### src/rtl/can_bit_destuffer_pkg.sv
// ---------------------------------------------------------------------------
// can_pkg
// Shared definitions for the CAN bit destuffer: destuff FSM state encoding,
// the bit-stuffing run limit, the bus-idle recessive count and the default
// bit-timing parameters.
// ---------------------------------------------------------------------------
package can_pkg;

  // Equal consecutive bits after which the transmitter inserts a stuff bit.
  localparam int STUFF_LIMIT = 5;

  // Consecutive recessive samples that declare the bus idle.
  localparam int IDLE_BITS = 11;

  // Default bit timing: clocks per bit and the sample point within the bit.
  localparam int DEFAULT_CLKS_PER_BIT = 10;
  localparam int DEFAULT_SAMPLE_POINT = 7;

  // Counter widths.
  localparam int RUN_W  = 3;
  localparam int IDLE_W = 4;

  typedef enum logic [1:0] {
    ST_NORMAL = 2'd0,
    ST_STUFF  = 2'd1,
    ST_ERROR  = 2'd2
  } destuff_state_e;

  // Saturating increment for the idle counter.
  function automatic logic [IDLE_W-1:0] idle_inc(input logic [IDLE_W-1:0] cnt);
    if (cnt >= IDLE_W'(IDLE_BITS)) begin
      return cnt;
    end
    return cnt + IDLE_W'(1);
  endfunction

endpackage

### src/rtl/can_bit_destuffer_if.sv
// ---------------------------------------------------------------------------
// can_bit_destuffer_if
// Bus between the CAN receive front end / frame FSM and the bit destuffer.
//   Rx_Bit      raw bus level (0 = dominant, 1 = recessive)
//   Enable      stuffing region active (SOF through CRC sequence)
//   Clear       one-cycle frame restart
//   Bit_Out     destuffed data bit, valid while Bit_Valid = 1
//   Bit_Valid   one-cycle strobe per delivered (non-stuff) bit
//   Stuff_Error sticky stuffing violation flag
//   Bus_Idle    bus has been recessive for IDLE_BITS samples
// master: frame side (drives Rx_Bit/Enable/Clear); slave: destuffer.
// ---------------------------------------------------------------------------
interface can_bit_destuffer_if;

  logic Rx_Bit;
  logic Enable;
  logic Clear;
  logic Bit_Out;
  logic Bit_Valid;
  logic Stuff_Error;
  logic Bus_Idle;

  modport master (
    output Rx_Bit,
    output Enable,
    output Clear,
    input  Bit_Out,
    input  Bit_Valid,
    input  Stuff_Error,
    input  Bus_Idle
  );

  modport slave (
    input  Rx_Bit,
    input  Enable,
    input  Clear,
    output Bit_Out,
    output Bit_Valid,
    output Stuff_Error,
    output Bus_Idle
  );

endinterface

### src/rtl/can_bit_destuffer_bit_timer.sv
// ---------------------------------------------------------------------------
// can_bit_timer
// Bit-time counter for the CAN receiver. Counts 0..CLKS_PER_BIT-1 and wraps;
// tick_o is high for the one clock in which the count equals SAMPLE_POINT.
// While the bus is idle a recessive-to-dominant transition on rx_bit_i
// (previous clock vs current) hard-syncs the counter to 0 on the next edge.
//   clk_i       system clock, rising edge
//   rst_i       synchronous active-high reset
//   rx_bit_i    raw bus level
//   bus_idle_i  bus idle status from the destuffer
//   tick_o      sample tick
// ---------------------------------------------------------------------------
module can_bit_timer
  import can_pkg::*;
#(
  parameter int CLKS_PER_BIT = DEFAULT_CLKS_PER_BIT,
  parameter int SAMPLE_POINT = DEFAULT_SAMPLE_POINT
) (
  input  logic clk_i,
  input  logic rst_i,
  input  logic rx_bit_i,
  input  logic bus_idle_i,
  output logic tick_o
);

  localparam int CNT_W = (CLKS_PER_BIT > 1) ? $clog2(CLKS_PER_BIT) : 1;
  localparam logic [CNT_W-1:0] CNT_LAST   = CNT_W'(CLKS_PER_BIT - 1);
  localparam logic [CNT_W-1:0] CNT_SAMPLE = CNT_W'(SAMPLE_POINT);

  logic [CNT_W-1:0] count_q, count_d;
  logic             rx_prev_q;
  logic             hard_sync;

  // Only a falling edge seen from an idle bus is a start of frame.
  assign hard_sync = bus_idle_i && rx_prev_q && !rx_bit_i;

  always_comb begin
    count_d = count_q + CNT_W'(1);
    if (hard_sync || (count_q == CNT_LAST)) begin
      count_d = '0;
    end
  end

  always_ff @(posedge clk_i) begin
    if (rst_i) begin
      count_q   <= '0;
      rx_prev_q <= 1'b1;
    end else begin
      count_q   <= count_d;
      rx_prev_q <= rx_bit_i;
    end
  end

  assign tick_o = (count_q == CNT_SAMPLE);

endmodule

### src/rtl/can_bit_destuffer.sv
// ---------------------------------------------------------------------------
// can_bit_destuffer
// CAN receive bit destuffer. Samples the bus once per bit time, removes stuff
// bits inside the stuffing region, flags stuffing violations and tracks bus
// idle. Outputs are registered one clock after the sample tick.
//   Clock_TB  system clock, rising edge
//   Reset     synchronous active-high reset
//   bus       slave side of can_bit_destuffer_if (Rx_Bit, Enable, Clear in;
//             Bit_Out, Bit_Valid, Stuff_Error, Bus_Idle out)
//
// state     | meaning
// ----------+---------------------------------------------------------------
// ST_NORMAL | delivering bits, counting equal consecutive bits
// ST_STUFF  | STUFF_LIMIT equal bits seen; next bit must be an opposite stuff
// ST_ERROR  | stuff bit missing; deliveries blocked until Clear or Reset
// ---------------------------------------------------------------------------
module can_bit_destuffer
  import can_pkg::*;
#(
  parameter int CLKS_PER_BIT = DEFAULT_CLKS_PER_BIT,
  parameter int SAMPLE_POINT = DEFAULT_SAMPLE_POINT
) (
  input  logic          Clock_TB,
  input  logic          Reset,
  can_bit_destuffer_if.slave bus
);

  localparam logic [RUN_W-1:0]  RUN_LIMIT = RUN_W'(STUFF_LIMIT);
  localparam logic [IDLE_W-1:0] IDLE_FULL = IDLE_W'(IDLE_BITS);

  logic             tick;
  logic             sample;

  destuff_state_e   state_q, state_d;
  logic [RUN_W-1:0] run_q, run_d;
  logic [RUN_W-1:0] run_inc;
  logic             last_q, last_d;
  logic             bit_out_q, bit_out_d;
  logic             bit_valid_q, bit_valid_d;
  logic             stuff_err_q, stuff_err_d;
  logic [IDLE_W-1:0] idle_q, idle_d;
  logic             bus_idle;

  assign sample   = bus.Rx_Bit;
  assign bus_idle = (idle_q == IDLE_FULL);

  can_bit_timer #(
    .CLKS_PER_BIT (CLKS_PER_BIT),
    .SAMPLE_POINT (SAMPLE_POINT)
  ) u_bit_timer (
    .clk_i      (Clock_TB),
    .rst_i      (Reset),
    .rx_bit_i   (bus.Rx_Bit),
    .bus_idle_i (bus_idle),
    .tick_o     (tick)
  );

  // Idle counter runs on every sample regardless of Clear or Enable.
  always_comb begin
    idle_d = idle_q;
    if (tick) begin
      if (sample) begin
        idle_d = idle_inc(idle_q);
      end else begin
        idle_d = '0;
      end
    end
  end

  always_comb begin
    state_d     = state_q;
    run_d       = run_q;
    last_d      = last_q;
    bit_out_d   = bit_out_q;
    bit_valid_d = 1'b0;
    stuff_err_d = stuff_err_q;
    run_inc     = '0;

    if (bus.Clear) begin
      // Frame restart wins over a coincident tick; that bit is dropped.
      state_d     = ST_NORMAL;
      run_d       = '0;
      stuff_err_d = 1'b0;
    end else if (tick) begin
      if (!bus.Enable) begin
        // Outside the stuffing region bits pass straight through. run = 0
        // makes the first enabled bit start a fresh run of 1.
        bit_out_d   = sample;
        bit_valid_d = 1'b1;
        run_d       = '0;
        last_d      = sample;
        state_d     = ST_NORMAL;
      end else begin
        unique case (state_q)
          ST_NORMAL: begin
            run_inc     = (sample == last_q) ? (run_q + RUN_W'(1)) : RUN_W'(1);
            bit_out_d   = sample;
            bit_valid_d = 1'b1;
            run_d       = run_inc;
            last_d      = sample;
            if (run_inc == RUN_LIMIT) begin
              state_d = ST_STUFF;
            end
          end
          ST_STUFF: begin
            if (sample != last_q) begin
              // The stuff bit itself starts the next run.
              run_d   = RUN_W'(1);
              last_d  = sample;
              state_d = ST_NORMAL;
            end else begin
              stuff_err_d = 1'b1;
              state_d     = ST_ERROR;
            end
          end
          ST_ERROR: begin
            state_d = ST_ERROR;
          end
          default: begin
            state_d = ST_NORMAL;
          end
        endcase
      end
    end
  end

  always_ff @(posedge Clock_TB) begin
    if (Reset) begin
      state_q     <= ST_NORMAL;
      run_q       <= '0;
      last_q      <= 1'b1;
      bit_out_q   <= 1'b1;
      bit_valid_q <= 1'b0;
      stuff_err_q <= 1'b0;
      idle_q      <= '0;
    end else begin
      state_q     <= state_d;
      run_q       <= run_d;
      last_q      <= last_d;
      bit_out_q   <= bit_out_d;
      bit_valid_q <= bit_valid_d;
      stuff_err_q <= stuff_err_d;
      idle_q      <= idle_d;
    end
  end

  assign bus.Bit_Out     = bit_out_q;
  assign bus.Bit_Valid   = bit_valid_q;
  assign bus.Stuff_Error = stuff_err_q;
  assign bus.Bus_Idle    = bus_idle;

endmodule

### src/flat_wrapper.sv
// flat-port wrapper written by rule: the top's interface ports become plain ports
module can_bit_destuffer_flat import can_pkg::*;
#(
  parameter int CLKS_PER_BIT = DEFAULT_CLKS_PER_BIT,
  parameter int SAMPLE_POINT = DEFAULT_SAMPLE_POINT
)
  (Clock_TB, Reset, bus_Rx_Bit, bus_Enable, bus_Clear, bus_Bit_Out, bus_Bit_Valid, bus_Stuff_Error, bus_Bus_Idle);
  can_bit_destuffer_if bus_i ();
  input  logic Clock_TB;
  input  logic Reset;
  input wire logic [$bits(bus_i.Rx_Bit)-1:0] bus_Rx_Bit;
  input wire logic [$bits(bus_i.Enable)-1:0] bus_Enable;
  input wire logic [$bits(bus_i.Clear)-1:0] bus_Clear;
  output wire logic [$bits(bus_i.Bit_Out)-1:0] bus_Bit_Out;
  output wire logic [$bits(bus_i.Bit_Valid)-1:0] bus_Bit_Valid;
  output wire logic [$bits(bus_i.Stuff_Error)-1:0] bus_Stuff_Error;
  output wire logic [$bits(bus_i.Bus_Idle)-1:0] bus_Bus_Idle;
  assign bus_i.Rx_Bit = bus_Rx_Bit;
  assign bus_i.Enable = bus_Enable;
  assign bus_i.Clear = bus_Clear;
  assign bus_Bit_Out = bus_i.Bit_Out;
  assign bus_Bit_Valid = bus_i.Bit_Valid;
  assign bus_Stuff_Error = bus_i.Stuff_Error;
  assign bus_Bus_Idle = bus_i.Bus_Idle;
  can_bit_destuffer #(.CLKS_PER_BIT(CLKS_PER_BIT), .SAMPLE_POINT(SAMPLE_POINT)) u_core (.Clock_TB(Clock_TB), .Reset(Reset), .bus(bus_i));
endmodule
### config.mk
export PLATFORM = sky130hd
export DESIGN_NAME = can_bit_destuffer_flat
export DESIGN_NICKNAME = d
export VERILOG_FILES = /design/src/rtl/can_bit_destuffer_pkg.sv /design/src/rtl/can_bit_destuffer_if.sv /design/src/rtl/can_bit_destuffer_bit_timer.sv /design/src/rtl/can_bit_destuffer.sv /design/src/flat_wrapper.sv
export SDC_FILE = /design/constraint.sdc
export NUM_CORES = 1
export LEC_CHECK = 0
export ABC_AREA = 1
export BUFFER_PORTS_ARGS = -buffer_cell sky130_fd_sc_hd__buf_2
export CORE_MARGIN = 2
export CORE_UTILIZATION = 25
export CTS_CLUSTER_SIZE = 10
export DETAILED_ROUTE_END_ITERATION = 8
export GPL_ROUTABILITY_DRIVEN = 0
export GPL_TIMING_DRIVEN = 0
export PLACE_DENSITY = 0.47
export SLEW_MARGIN = 20
export SYNTH_ARGS = -nofsm -noshare
export SYNTH_HDL_FRONTEND = slang
export SYNTH_HIERARCHICAL = 1
export SYNTH_SLANG_ARGS = --single-unit
export TNS_END_PERCENT = 10
### constraint.sdc
create_clock -name Clock_TB -period 3.7 [get_ports Clock_TB]
set_clock_uncertainty 0.2 [all_clocks]
set_input_delay 0.185 -clock Clock_TB [delete_from_list [all_inputs] [get_ports Clock_TB]]
set_output_delay 0.185 -clock Clock_TB [all_outputs]
set_load 0.05 [all_outputs]
; After elaboration in Yosys (flattened, before gate mapping)
; Cells that the tools add are included.
[classes]
n_addsub = 3
order_cmp = 1
eq_ne = 13
muxes = 20
bitwise = 3
reduce_logical = 14
[ops]
columns = cell, n
row1 = 2-to-1 mux 1 bit, 9
row2 = 2-to-1 mux 3 bit, 3
row3 = "adder 4 x 1 -> 4 bit, second input constant", 2
row4 = "== test 4 bit, second input constant", 2
row5 = 2-to-1 mux 4 bit, 2
row6 = AND reduction 4 bit, 2
row7 = 2-to-1 mux 2 bit, 3
row8 = "!= test 3 x 2 -> 1 bit, second input constant", 2
row9 = one-hot mux 2 bit (3 select lines), 1
row10 = one-hot mux 3 bit (2 select lines), 1
row11 = AND reduction 3 bit, 2
row12 = "== test 4 x 3 -> 1 bit, second input constant", 1
row13 = ">= comparator 4 bit, second input constant", 1
row14 = AND reduction 2 bit, 2
row15 = OR reduction 2 bit, 2
row16 = "adder 3 x 1 -> 3 bit, second input constant", 1
row17 = "== test 3 bit, second input constant", 1
row18 = "!= test 3 x 1 -> 1 bit, second input constant", 1
row19 = "!= test 3 bit, second input constant", 1
row20 = inverter 1 bit, 3
row21 = OR reduction 3 bit, 1
row22 = "== test 2 x 1 -> 1 bit, second input constant", 1
row23 = "== test 2 bit, second input constant", 1
row24 = logical AND 1 bit, 2
row25 = other kinds (7), 7
[word_totals]
register_bits = 18
input_bits = 5
out_inout_bits = 4
elab_cells = 63

; Longest topological paths before layout
[depth]
ltp_word = 6
ltp_mapped = 10
depth_no_buf = 10

; By module
; Netlist, hierarchy kept.
[modules_own_cells]
columns = mod, instances, cells_per_inst, area_per_inst_um2, seq_area_each_um2
row1 = can_bit_destuffer, 1, 102, 699.4, 260.2
row2 = can_bit_timer, 1, 27, 222.7, 100.1

; Least setup slack after synthesis
; OpenSTA, ideal clock, no wires.
[synth_path]
path_type = register to register
startpoint = register u_core.idle_q[1]
endpoint = register u_core.u_bit_timer.count_q[0]
setup_time_ns = 0.118
arrival_ns = 2.001
required_ns = 3.382
path_slack_ns = 1.381
stages_incl_launch_ff = 7
path_buffers = 0
period_less_slack_ns = 2.319
path_cell_list = dfxtp_1 > ha_1 > inv_1 > nor3_1 > nand3_1 > nand3_2 > nor2_1
[synth_via]
elab_chain_len = 5
[synth_rtl]
columns = element, line
row1 = start: declaration, can_bit_destuffer.sv:41  ; logic [IDLE_W-1:0] idle_q, idle_d;
row2 = start signal: assignment, can_bit_destuffer.sv:143  ; idle_q <= idle_d;
row3 = == test 4 bit, can_bit_destuffer.sv:45  ; assign bus_idle = (idle_q == IDLE_FULL);
row4 = named net bus_Bus_Idle, flat_wrapper.sv:17  ; output wire logic [$bits(bus_i.Bus_Idle)-1:0] bus_Bus_Idle;
row5 = logical AND 1 bit (2 in a row), can_bit_destuffer_bit_timer.sv:35  ; assign hard_sync = bus_idle_i && rx_prev_q && !rx_bit_i;
row6 = logical OR 1 bit, can_bit_destuffer_bit_timer.sv:39  ; if (hard_sync || (count_q == CNT_LAST)) begin
row7 = OR reduction 2 bit (no source line), n/a
row8 = end signal: assignment, can_bit_destuffer_bit_timer.sv:49  ; count_q <= count_d;
row9 = end: declaration, can_bit_destuffer_bit_timer.sv:30  ; logic [CNT_W-1:0] count_q, count_d;
; The timed path passes the listed nets, and every way through them passes these cells.
; A chain may end at the register's enable or synchronous reset.

; Worst setup path after layout
[layout_path]
startpoint = register u_core.u_bit_timer.count_q[0]
endpoint = register u_core.last_q
[layout_via]
elab_chain_len = 2
[layout_rtl]
columns = element, line
row1 = == test 4 x 3 -> 1 bit, can_bit_destuffer_bit_timer.sv:54  ; assign tick_o = (count_q == CNT_SAMPLE);
row2 = named net u_core.tick, can_bit_destuffer.sv:31  ; logic tick;
row3 = AND reduction 4 bit (no source line), n/a
row4 = end signal: assignment, can_bit_destuffer.sv:139  ; last_q <= last_d;
row5 = end: declaration, can_bit_destuffer.sv:37  ; logic last_q, last_d;
; The timed path passes the listed nets, and every way through them passes these cells.

==> metrics.yaml <==
cts:
  clk_pin_slew_ns: 0.07
  cts_inserted_buffers: 3
  cts_resized: 0
  post_cts_buffers: 0
  clk_path_buf_depth: 2
  clk_root_buffer_cell: "clkbuf_8"
  cts_tree: "built"
  clk_latency_ns: 0.25
  cts_max_level: 1
  hold_buffers: 2
  cts.sinks: 18
run:
  maxCapViolations: 0
floorplanning:
  die_h_um: 64.7
  die_x_um: 64.7
  rows: 22
  die_area_um2: 4190
  boundaryPins: 9
  start_util_pct: 25.6
  fp.coreArea_um2: 3610
cells_and_area:
  final_util_pct: 30.0
  syn_to_final_growth_pct: 17.5
  finalNetCount: 153
  diodes: 0
  multi_input_area_um2: 485
  drive_gt1_share_pct: 18.3
  regArea_um2: 360
  nFillCells: 402
grt:
  grt.overflow.total: 0
  grt_pass1_wl_mm: 3.11
  grt_util_all_layers_pct: 9.44
  grt_max_degree: 10
  antenna_found_initial: 0
  first_global_vias: 734
place:
  hpwlAfterDp_mm: 1.38
  port_buffers: 8
yosys:
  ys_ff_latch: 18
  syn-instance-count: 129
  yosys_warnings: 6
  synth_area_leaders: "dfxtp_1 (39%), nand2_1 (11%), inv_1 (6.9%)"
  synth.avg_cell_area_um2: 7.15
  ys_seq_area_share_pct: 39.1
  synth.distinct_cells: 23
  synth_area_um2: 922
  syn-num-nets: 138
  synth_top_cell_by_area: "dfxtp_1"
  yosys.area.top_type_share_pct: 39.1
power:
  powerDensity_nw_per_um2: 336
  power.leakage_nw: 0.458
  ir_worst_vdd_mv: 0.190
timing:
  hold_violations: 0
  rsz0062_at_grt: "false"
  timing.hold.ws_ns: 0.0549
  setup_viol: 0
  drv_slew: 0
  final.period_utilization_pct: 56.7
  layout_min_cycle_time_ns: 2.10
  fmax_mhz: 476
  worst_slew_pin_slew_ns: 0.527
  fin_tns_setup_ns: 0
  max_slew_margin_pct: 64.8
drt:
  vias_per_cell: 4.33
  dr.pass1.iters: 4
  ant_nets: 0
  via_count: 822
  routed_wl_mm: 1.77
  wl_per_cell_um: 9.33
  drc: 0
  drt-initial-drc-count: 38
hold_path:
  worstHoldPathType: "input pin to register"
run_status:
  status: "finished, final reports clean"
worst_setup_path:
  cp_data_required_time_ns: 3.64
  crit_fanout: 7
  startpoint_type: "register"
  arrival_ns: 2.04
  path_class: "register to register"
  critical_path.endpoint_type: "register"
==> worst paths after layout <==
check                           slack [ns]                                      from                                      end  depth (start not counted)
worst min-delay path                  0.05                                bus_Rx_Bit  u_core/u_bit_timer/rx_prev_q$_SDFF_PP1_                          3
worst max register to register        1.60  u_core/u_bit_timer/count_q[0]$_SDFF_PP0_               u_core/last_q$_SDFFE_PP1P_                          8
worst max-delay path                  1.60  u_core/u_bit_timer/count_q[0]$_SDFF_PP0_               u_core/last_q$_SDFFE_PP1P_                          8
worst min register to register        0.27           u_core/bus.Bit_Out$_SDFFE_PP1P_          u_core/bus.Bit_Out$_SDFFE_PP1P_                          2
==> cell usage in the layout (no fill, tap or decap), drive strengths merged, types with 3 or more instances in the layout <==
cell type  instances
nand2             33
inv               19
dfxtp             18
nor2              16
nand3             10
a21oi             10
buf                8
o21ai              7
nor3               4
ha                 4
clkbuf             3
==> layout make-up <==
type	instances	share of cell area, %
Timing Repair Buffer	10	5.54
Tap cell	48	5.54
Inverter	20	7.04
Clock buffer	3	3.81
Multi-Input combinational cell	91	44.8
Sequential cell	18	33.3
==> power by group <==
part / internal, W / switching (W) / leakage, nW
Clock: 0.0000723 / 0.0000641 / 0.0216
Combinational: 0.00000977 / 0.0000159 / 0.290
Sequential: 0.000198 / 0.00000398 / 0.146
Total: 0.000280 / 0.0000840 / 0.458
==> per-layer routing <==
metal  wire length, um  GRT usage, %  up-vias
met1               872          11.5      366
met2               810          15.6       12
met4                12          2.39        0
met5                 0             0        -
met3                77          3.65        2
li1                  -             -      442
==> cells in the mapped netlist <==
cell / n
nand2_2: 7
nand3_2: 2
o21ai_0: 6
o211ai_1: 1
a211oi_1: 1
nand4_1: 2
nor2_1: 15
a21oi_4: 1
clkinv_2: 1
ha_1: 4
a21oi_2: 1
inv_1: 17
a21oi_1: 8
inv_2: 2
nand3_1: 8
xnor2_1: 1
nand2_1: 26
a21boi_0: 1
o21a_1: 1
nor3_1: 4
nor2_2: 1
dfxtp_1: 18
o21ai_1: 1
==> kinds of logic after synthesis <==
family                   share of synthesized area [%]
AND/OR/NAND/NOR                                   32.2
adder cells (fa/ha/maj)                           5.43
AO/OA/AOI/OAI                                     14.1
flip-flops                                        39.1
buffers and inverters                             8.28
XOR/XNOR                                         0.950
==> sequential cells by signal, summed over array words and instances, names as in the netlist <==
name	flops
u_core/bus.Bit_Out	1
u_core/bus.Bit_Valid	1
u_core/bus.Stuff_Error	1
u_core/idle_q	4
u_core/last_q	1
u_core/run_q	3
u_core/state_q	2
u_core/u_bit_timer/count_q	4
u_core/u_bit_timer/rx_prev_q	1
==> metrics by stage <==
| stage | total power (W) | setup WS [ns] | std cells | area (um2) |
|---|---|---|---|---|
| 6_report | 0.000364 | 1.60 | 190 | 1080 |
| 4_1_cts | 0.000372 | 1.60 | 190 | 1080 |
| 3_3_place_gp | 0.000230 | 1.62 | 185 | 1020 |
| 5_1_grt | 0.000381 | 1.37 | 190 | 1080 |
| 3_5_place_dp | 0.000230 | 1.60 | 185 | 1020 |
| 2_1_floorplan | 0.000221 | 1.38 | 129 | 922 |
==> worst max-delay path, stage by stage (launching register included) <==
cell	delay [ns]
dfxtp_1	0.41
ha_1	0.21
nand2_1	0.06
nor2_1	0.42
inv_1	0.19
a21oi_4	0.18
nand2_2	0.10
o21ai_0	0.15
nand3_1	0.08
No activity file was read; power rests on OpenSTA's default activity.
